**src/rtl/store_and_release.sv**
```systemverilog
`default_nettype none
// ============================================================================
// store_and_release : in-order tuple buffer released against a global index;
// statistics counters built only with SAR_STATS_EN.  Revision 1.0
// ============================================================================
module store_and_release #(
  parameter int DATA_W = 64,
  parameter int DEPTH  = 16,
  parameter int SEQ_W  = 32
) (
  input  logic              clk,
  input  logic              reset,
  input  logic [DATA_W-1:0] s_data,
  input  logic [SEQ_W-1:0]  s_seq,
  input  logic              s_valid,
  input  logic              s_last,
  output logic              s_ready,
  input  logic [SEQ_W-1:0]  next,
  output logic              is_stored,
  input  logic              release_data,
  output logic              local_last_processed,
  output logic              out_ready,
  output logic [DATA_W-1:0] m_data,
  output logic              m_valid,
  input  logic              m_ready,
  output logic              err,
  output logic [31:0]       released_cnt,
  output logic [31:0]       stall_cnt
);

  localparam int AW = $clog2(DEPTH);
  localparam logic [AW:0]   c_FULL   = (AW+1)'(DEPTH);
  localparam logic [AW:0]   c_ONE    = (AW+1)'(1);
  localparam logic [AW-1:0] c_PTR1   = AW'(1);

  localparam logic [1:0] c_ST_IDLE   = 2'd0;
  localparam logic [1:0] c_ST_ACTIVE = 2'd1;
  localparam logic [1:0] c_ST_DRAIN  = 2'd2;
  localparam logic [1:0] c_ST_DONE   = 2'd3;

  logic [SEQ_W-1:0]  r_seq_mem  [DEPTH];
  logic [DATA_W-1:0] r_data_mem [DEPTH];
  logic [AW-1:0]     r_wr_ptr, r_rd_ptr;
  logic [AW:0]       r_count, w_count_next;
  logic [1:0]        r_state, w_state_next;
  logic [DATA_W-1:0] r_m_data;
  logic              r_m_valid, r_err;

  logic              w_empty, w_full, w_accepting;
  logic              w_push, w_pop, w_release_ok, w_release_bad, w_stale;
  logic [SEQ_W-1:0]  w_head_seq, w_age;
  logic [DATA_W-1:0] w_head_data;

  assign w_empty     = (r_count == '0);
  assign w_full      = (r_count == c_FULL);
  assign w_head_seq  = r_seq_mem[r_rd_ptr];
  assign w_head_data = r_data_mem[r_rd_ptr];

  assign s_ready   = !w_full && w_accepting;
  assign w_push    = s_valid && s_ready;
  assign is_stored = !w_empty && (w_head_seq == next);
  assign out_ready = !r_m_valid || m_ready;

  // Modular age of the head: non-zero with clear MSB means the index has passed it.
  assign w_age   = next - w_head_seq;
  assign w_stale = !w_empty && (w_age != '0) && !w_age[SEQ_W-1];

  assign w_release_ok  = release_data && is_stored && out_ready;
  assign w_release_bad = release_data && !(is_stored && out_ready);
  assign w_pop         = w_release_ok || w_stale;

  always_comb begin
    w_count_next = r_count;
    case ({w_push, w_pop})
      2'b10:   w_count_next = r_count + c_ONE;
      2'b01:   w_count_next = r_count - c_ONE;
      default: w_count_next = r_count;
    endcase
  end

  always_ff @(posedge clk) begin
    if (w_push) begin
      r_seq_mem[r_wr_ptr]  <= s_seq;
      r_data_mem[r_wr_ptr] <= s_data;
    end
  end

  always_ff @(posedge clk) begin
    if (reset) begin
      r_wr_ptr  <= '0;
      r_rd_ptr  <= '0;
      r_count   <= '0;
      r_m_valid <= 1'b0;
      r_m_data  <= '0;
      r_err     <= 1'b0;
    end else begin
      if (w_push) r_wr_ptr <= r_wr_ptr + c_PTR1;
      if (w_pop)  r_rd_ptr <= r_rd_ptr + c_PTR1;
      r_count <= w_count_next;
      if (w_release_ok) begin
        r_m_valid <= 1'b1;
        r_m_data  <= w_head_data;
      end else if (m_ready) begin
        r_m_valid <= 1'b0;
      end
      if (w_release_bad || w_stale) r_err <= 1'b1;
    end
  end

  assign m_valid = r_m_valid;
  assign m_data  = r_m_data;
  assign err     = r_err;

  always_ff @(posedge clk) begin
    if (reset) r_state <= c_ST_IDLE;
    else       r_state <= w_state_next;
  end

  // Completion is judged on post-update occupancy so a same-cycle pop counts.
  always_comb begin
    w_state_next = r_state;
    case (r_state)
      c_ST_IDLE:   if (w_push) w_state_next = s_last ? c_ST_DRAIN : c_ST_ACTIVE;
      c_ST_ACTIVE: if (w_push && s_last)
                     w_state_next = (w_count_next == '0) ? c_ST_DONE : c_ST_DRAIN;
      c_ST_DRAIN:  if (w_count_next == '0) w_state_next = c_ST_DONE;
      default:     w_state_next = r_state;
    endcase
  end

  always_comb begin
    local_last_processed = (r_state == c_ST_DONE);
    w_accepting          = (r_state != c_ST_DONE);
  end

`ifdef SAR_STATS_EN
  logic [31:0] r_released_cnt, r_stall_cnt;

  always_ff @(posedge clk) begin
    if (reset) begin
      r_released_cnt <= '0;
      r_stall_cnt    <= '0;
    end else begin
      if (w_release_ok)            r_released_cnt <= r_released_cnt + 32'd1;
      if (!w_empty && !is_stored)  r_stall_cnt    <= r_stall_cnt + 32'd1;
    end
  end

  assign released_cnt = r_released_cnt;
  assign stall_cnt    = r_stall_cnt;
`else
  assign released_cnt = '0;
  assign stall_cnt    = '0;
`endif

endmodule
`default_nettype wire

```
**config.mk**
```make
export PLATFORM = sky130hd
export DESIGN_NAME = store_and_release
export DESIGN_NICKNAME = d
export VERILOG_FILES = /design/src/rtl/store_and_release.sv
export SDC_FILE = /design/constraint.sdc
export NUM_CORES = 1
export LEC_CHECK = 0
export CAP_MARGIN = 20
export CELL_PAD_IN_SITES_DETAIL_PLACEMENT = 0
export CELL_PAD_IN_SITES_GLOBAL_PLACEMENT = 1
export CORE_MARGIN = 2
export CORE_UTILIZATION = 30
export DETAILED_ROUTE_END_ITERATION = 6
export PLACE_DENSITY = 0.49
export SKIP_CTS_REPAIR_TIMING = 1
export SLEW_MARGIN = 20
export SYNTH_ARGS = -nofsm -noshare
export SYNTH_HDL_FRONTEND = slang
export SYNTH_SLANG_ARGS = --single-unit
```
**constraint.sdc**
```tcl
create_clock -name clk -period 8.4 [get_ports clk]
set_input_delay 0.84 -clock clk [delete_from_list [all_inputs] [get_ports clk]]
set_output_delay 0.84 -clock clk [all_outputs]
set_load 0.01 [all_outputs]
```
==> results.cfg, run 1 <==
[worst_setup_path]
cp_max_fo = 49
cp_slowest_cell = o41ai_4
start_kind = flop
required_ns = 9.11
critPathArrivalTime_ns = 8.23
crit_path_end_kind = flop
worstSetupPathType = flop to flop
slowest_delay_ns = 0.62

[placement]
dpl.cell_count = 5882
portBuffers = 203
hpwl_microns = 88800
place_congestion = 0.835
place_area_sq_mm = 0.0690

[synthesis]
ys_seq_area_share_pct = 75.4
synth_cell_types = 73
synth_edf_count = 1536
ys_ff_latch = 1621
yosysMostFrequentCell = edfxtp_1
async_flop_share_pct = 0
synth_top_area_cell = edfxtp_1
synthCells = 2958
yosysWarnings = 0
synthTopCellsByArea = edfxtp_1 73%, mux4_2 17%, dfxtp_1 2.7%
synth_common_cells = 1,536 x edfxtp_1, 479 x mux4_2, 177 x nand2_1
synth_top_cell_area_share_pct = 72.7
syn_area_sq_mm = 0.0634
ys.flop_type = edfxtp_1
syn_avg_cell_area_sq_um = 21.4

[timing]
tns_ns = 0
setup_viol = 0
fin_crit_ns = 7.52
period_share_pct = 89.6
worst_slew_pin_slew_ns = 1.04
timing.fmax_mhz = 133
grt_setup_unrepaired = no
drv_slew = 0
maxSlewHeadroom_pct = 30.8
finalHoldViolCount = 0
finalClockSkew_ns = 0.0514

[die]
die_w_microns = 464
ioPinCount = 268
die_y_microns = 464
core_region_area_sq_mm = 0.210
initial_core_util_pct = 30.2
rows = 168
die-area_sq_mm = 0.215

[global_route]
grt_pass1_wl_microns = 244000
grt_overflow = 0
track_usage_pct = 15.8
grt_max_degree = 131
grt_pass1_vias = 32000
antenna_found_initial = 40

[final_layout]
fillers = 19500
fin_cells = 6218
register_area_sq_mm = 0.0479
final_nets = 3431
fin_area_sq_mm = 0.0748
multi_input_area_sq_mm = 0.0147
syn_to_final_growth_pct = 17.9
drive_gt1_share_pct = 24.9

[drt]
routed_wl_microns = 171000
drt_iter0_drc = 2600
post_drt_wl_per_cell_microns = 27.6
vias_per_cell = 4.88
detail-route-antenna-nets = 0
routed.top_layer = met5
route.detailed.drc = 0
drt_pass1_iterations = 5
wl_met1_microns = 74600
wl_met3_microns = 9560
dr_wl_met2_microns = 83900
vias = 30300

[clock_network]
cts_max_path_buffers = 3
cts.clk_slew.worst_paths_ns = 0.07
htree_levels = 4
cts_made_buffers = 175
cts_tree = done
cts_root_buf = clkbuf_16
insertion_delay_ns = 0.82
cts.sinks = 1621

[power_and_ir_drop]
p_leak_nw = 22.6
ir_drop_mv = 0.196
power_per_cell_area_mw_per_mm2 = 274

[outcome]
status = complete, no violations

[run]
drv_cap = 0

[hold_path]
hold_path.class = flop to flop
## power breakdown
group / internal (mW) / switching, mW
Clock: 4.45 / 3.25
Combinational: 1.65 / 1.95
Sequential: 9.12 / 0.103
Total: 15.2 / 5.30
## cell families after synthesis
| kind of cell | after synthesis | synth area share [%] |
|---|---|---|
| flops | 1621 | 75.4 |
| mux | 488 | 17.2 |
| simple gates | 318 | 2.21 |
| buf+inv | 262 | 1.98 |
| compound gates | 203 | 2.07 |
| fa+ha+maj | 43 | 0.848 |
| xor+xnor | 22 | 0.304 |
| other cells | 1 | 0.00591 |
## registers in the layout (all words and copies together), names as in the netlist, named ones only
register,flops
m_valid,1
r_seq_mem,512
r_count,5
r_state,2
r_wr_ptr,4
err,1
r_rd_ptr,4
r_data_mem,1024
m_data,64
## layout by cell type (no fill, tap or decap), types with 7 or more instances in the layout
cell type and count:
clkinv_1 26, nor2_4 12, clkbuf_1 43, mux4_2 479, dfxtp_4 7, nor3_1 8
buf_12 14, xor2_1 8, clkbuf_8 18, xnor2_1 14, clkdlybuf4s50_1 202, inv_1 47
nand4_1 15, edfxtp_1 1536, bufinv_16 12, nand3_1 10, dfxtp_1 77, a21oi_1 107
diode_2 8, clkinv_2 31, buf_4 53, conb_1 64, nor2b_1 9, a21o_1 8
o21ai_0 17, nand2_1 176, nand2b_1 7, clkbuf_16 178, ha_1 43, nor2_1 44
## per-layer routing
layer | vias to the layer above | GRT usage (%)
met5 | - | 0
met4 | 36 | 3.65
met3 | 268 | 3.59
met2 | 769 | 26.0
met1 | 16500 | 21.4
li1 | 12800 | -
## worst max-delay path: cells and delay by family, from the launching register on
| family | cells | cell delay, ns |
|---|---|---|
| AOI/OAI and AO/OA | 11 | 2.92 |
| and+or+nand+nor | 7 | 1.17 |
| muxes | 2 | 1.02 |
| adders and majority gates | 3 | 0.97 |
| buffers and inverters | 3 | 0.64 |
| DFF | 1 | 0.39 |
| xor gates and xnor gates | 2 | 0.31 |
## per-stage QoR
stage / hold WS (ns) / total power [mW] / utilization [%] / setup slack [ns]
after floorplan: 0.470 / 11.9 / - / 1.05
after global placement: 0.438 / 13.1 / 32.9 / 0.598
after detailed placement: 0.444 / 13.1 / 32.9 / 0.631
after CTS: 0.457 / 20.8 / 35.6 / 0.631
after global routing: 0.475 / 21.4 / 35.6 / 0.0853
final: 0.454 / 20.5 / 35.6 / 0.876
## layout make-up
class | instances | area share (%)
Antenna cell | 8 | 0.0268
Clock buffer | 239 | 6.50
Clock inverter | 89 | 1.24
Inverter | 49 | 0.246
Multi-Input combinational cell | 1138 | 19.7
Sequential cell | 1621 | 64.0
Tap cell | 2805 | 4.69
Timing Repair Buffer | 269 | 3.61
## worst paths after layout
path	depth (start not counted)	end	slack, ns	start
setup / recovery	28	r_state[1]$_SDFFE_PP0P_	0.88	flop
hold / removal	2	m_data[28]$_SDFFE_PP0P_	0.45	m_data[28]$_SDFFE_PP0P_
setup reg to reg	28	r_state[1]$_SDFFE_PP0P_	0.88	flop
hold reg to reg	2	m_data[28]$_SDFFE_PP0P_	0.45	m_data[28]$_SDFFE_PP0P_
Power figures use the tool's default switching activity.
==> run 2, diff against run 1 <==
--- a/config.mk
+++ b/config.mk
@@ -11,6 +11,7 @@
 export CORE_MARGIN = 2
 export CORE_UTILIZATION = 30
 export DETAILED_ROUTE_END_ITERATION = 6
+export MAX_ROUTING_LAYER = met4
 export PLACE_DENSITY = 0.49
 export SKIP_CTS_REPAIR_TIMING = 1
 export SLEW_MARGIN = 20
==> run 2 against run 1 <==
Net effect: combinational power hardly changed; die area stayed put; clock power about the same; via count shrank 0.15%; final cell count is 0.27% higher; core utilization barely moved; sequential share of layout area hardly changed; cell area is essentially flat; register-to-register slack hardly changed; worst hold slack about the same.
==> results.cfg, run 2 (synthesis results as in run 1) <==
[placement]
portBuffers = 203
hpwl_microns = 88800
place_congestion = 0.847

[worst_setup_path]
start_kind = flop
cp_slowest_cell = o41ai_4
cp_max_fo = 53
crit_path_end_kind = flop
rr_endpoint = r_state[1]$_SDFFE_PP0P_
ff2ff_setup_slack_ns = 0.88
cpMostUsedCell = ha_1
critPathArrivalTime_ns = 8.22
required_ns = 9.10
worstSetupPathType = flop to flop
cp_top_family = compound AO/OA/AOI/OAI gates
crit_buf_inv = 2
ff2ff_path_depth = 28
slowest_delay_ns = 0.62

[power_and_ir_drop]
power_per_cell_area_mw_per_mm2 = 274
p_clk_share_pct = 37.5
p_switching_mw = 5.28
power.share.switching_pct = 25.8
p_leak_nw = 22.6
power.share.combinational_pct = 17.5
p_seq_share_pct = 45.0
ir_drop_mv = 0.195
intPower_mw = 15.2

[final_layout]
mostFrequentLayoutCells = 1,536 x edfxtp_1, 479 x mux4_2, 202 x clkdlybuf4s50_1, 178 x clkbuf_16, 176 x nand2_1
layout_commonest_cell = edfxtp_1
max_flop_register = r_data_mem
syn_to_final_growth_pct = 18.0
largest_reg_flops = 1024
register_area_sq_mm = 0.0479
multi_input_area_sq_mm = 0.0147
final_nets = 3431
post-route-util_pct = 35.7
fillers = 19500
drive_gt1_share_pct = 24.9

[hold_path]
hold_depth = 2
hold_start = m_data[28]$_SDFFE_PP0P_
hold_path.class = flop to flop
worstHoldEndpoint = m_data[28]$_SDFFE_PP0P_

[global_route]
grt_max_degree = 131
grt_pass1_vias = 32000
antenna_found_initial = 40
grt_pass1_wl_microns = 244000
grt_overflow = 0
track_usage_pct = 16.3

[drt]
post_drt_wl_per_cell_microns = 27.5
routed_wl_microns = 172000
vias = 30300
vias_per_cell = 4.86
drt_pass1_iterations = 5
detail-route-antenna-nets = 0
route.detailed.drc = 0
drt_iter0_drc = 2506

[die]
die-area_sq_mm = 0.215
core_region_area_sq_mm = 0.210
die_y_microns = 464
rows = 168
die_w_microns = 464
initial_core_util_pct = 30.2
ioPinCount = 268

[timing]
setup_viol = 0
tns_ns = 0
worst_slew_pin_slew_ns = 1.05
drv_slew = 0
finalHoldViolCount = 0
timing.fmax_mhz = 133
grt_setup_unrepaired = no
period_share_pct = 89.5
fin_crit_ns = 7.52
maxSlewHeadroom_pct = 30.0
finalClockSkew_ns = 0.0510

[clock_network]
cts_made_buffers = 175
cts_max_path_buffers = 3
cts_root_buf = clkbuf_16
cts.sinks = 1621
htree_levels = 4
cts_tree = done
cts.clk_slew.worst_paths_ns = 0.07
insertion_delay_ns = 0.82

[run]
drv_cap = 0

[outcome]
status = complete, no violations
[run 2: cell types whose count changed in the layout (fill, tap and decap cells not counted), sizes merged]
cell,change
diode,+17
[run 2: worst min-delay path, cell delays in order, from the launching register on]
cell and delay [ns]:
dfxtp_1 0.31, nand2_1 0.05, a21oi_1 0.05
[run 2: layer usage]
metal	vias up	share of wire, %	track usage [%]	wire length [microns]
li1	12800	-	-	-
met1	16500	44	21.3	74900
met2	744	49	26.0	84200
met3	235	5.5	3.63	9350
met4	0	1.8	3.65	3070
met5	-	0	-	0
[run 2: worst max-delay path by stage]
| stage | from | endpoint | slack, ns | cells after the start |
|---|---|---|---|---|
| after floorplan | flop | r_state[1]$_SDFFE_PP0P_ | 1.05 | 32 |
| after global placement | flop | r_state[1]$_SDFFE_PP0P_ | 0.60 | 28 |
| after detailed placement | flop | r_state[1]$_SDFFE_PP0P_ | 0.63 | 28 |
| after CTS | flop | r_state[1]$_SDFFE_PP0P_ | 0.63 | 28 |
| after global routing | flop | r_state[1]$_SDFFE_PP0P_ | 0.09 | 28 |
| final | flop | r_state[1]$_SDFFE_PP0P_ | 0.88 | 28 |
[run 2: power by group through the flow]
stage | clock (mW) | sequential (mW) | combinational, mW
after floorplan | 0 | 9.36 | 2.58
after global placement | 0 | 9.40 | 3.69
after detailed placement | 0 | 9.40 | 3.66
after CTS | 7.94 | 9.23 | 3.67
after global routing | 8.24 | 9.24 | 3.90
final | 7.69 | 9.22 | 3.59
[run 2: metrics by stage]
| stage | setup WS, ns | instance area [sq um] | cells | total power, mW | hold slack (ns) |
|---|---|---|---|---|---|
| floorplan | 1.05 | 63700 | 3021 | 11.9 | 0.470 |
| global placement | 0.598 | 69000 | 5882 | 13.1 | 0.438 |
| detailed placement | 0.631 | 69000 | 5882 | 13.1 | 0.444 |
| CTS | 0.631 | 74800 | 6210 | 20.8 | 0.457 |
| global route | 0.0851 | 74800 | 6234 | 21.4 | 0.475 |
| finish | 0.879 | 74800 | 6235 | 20.5 | 0.454 |
[run 2: layout make-up]
type / instances / area share [%]
multi-input combinational: 1138 / 19.7
antenna: 25 / 0.0836
inverter: 49 / 0.246
tap: 2805 / 4.69
sequential: 1621 / 64.0
clock inverter: 89 / 1.24
timing repair buffer: 269 / 3.61
clock buffer: 239 / 6.50
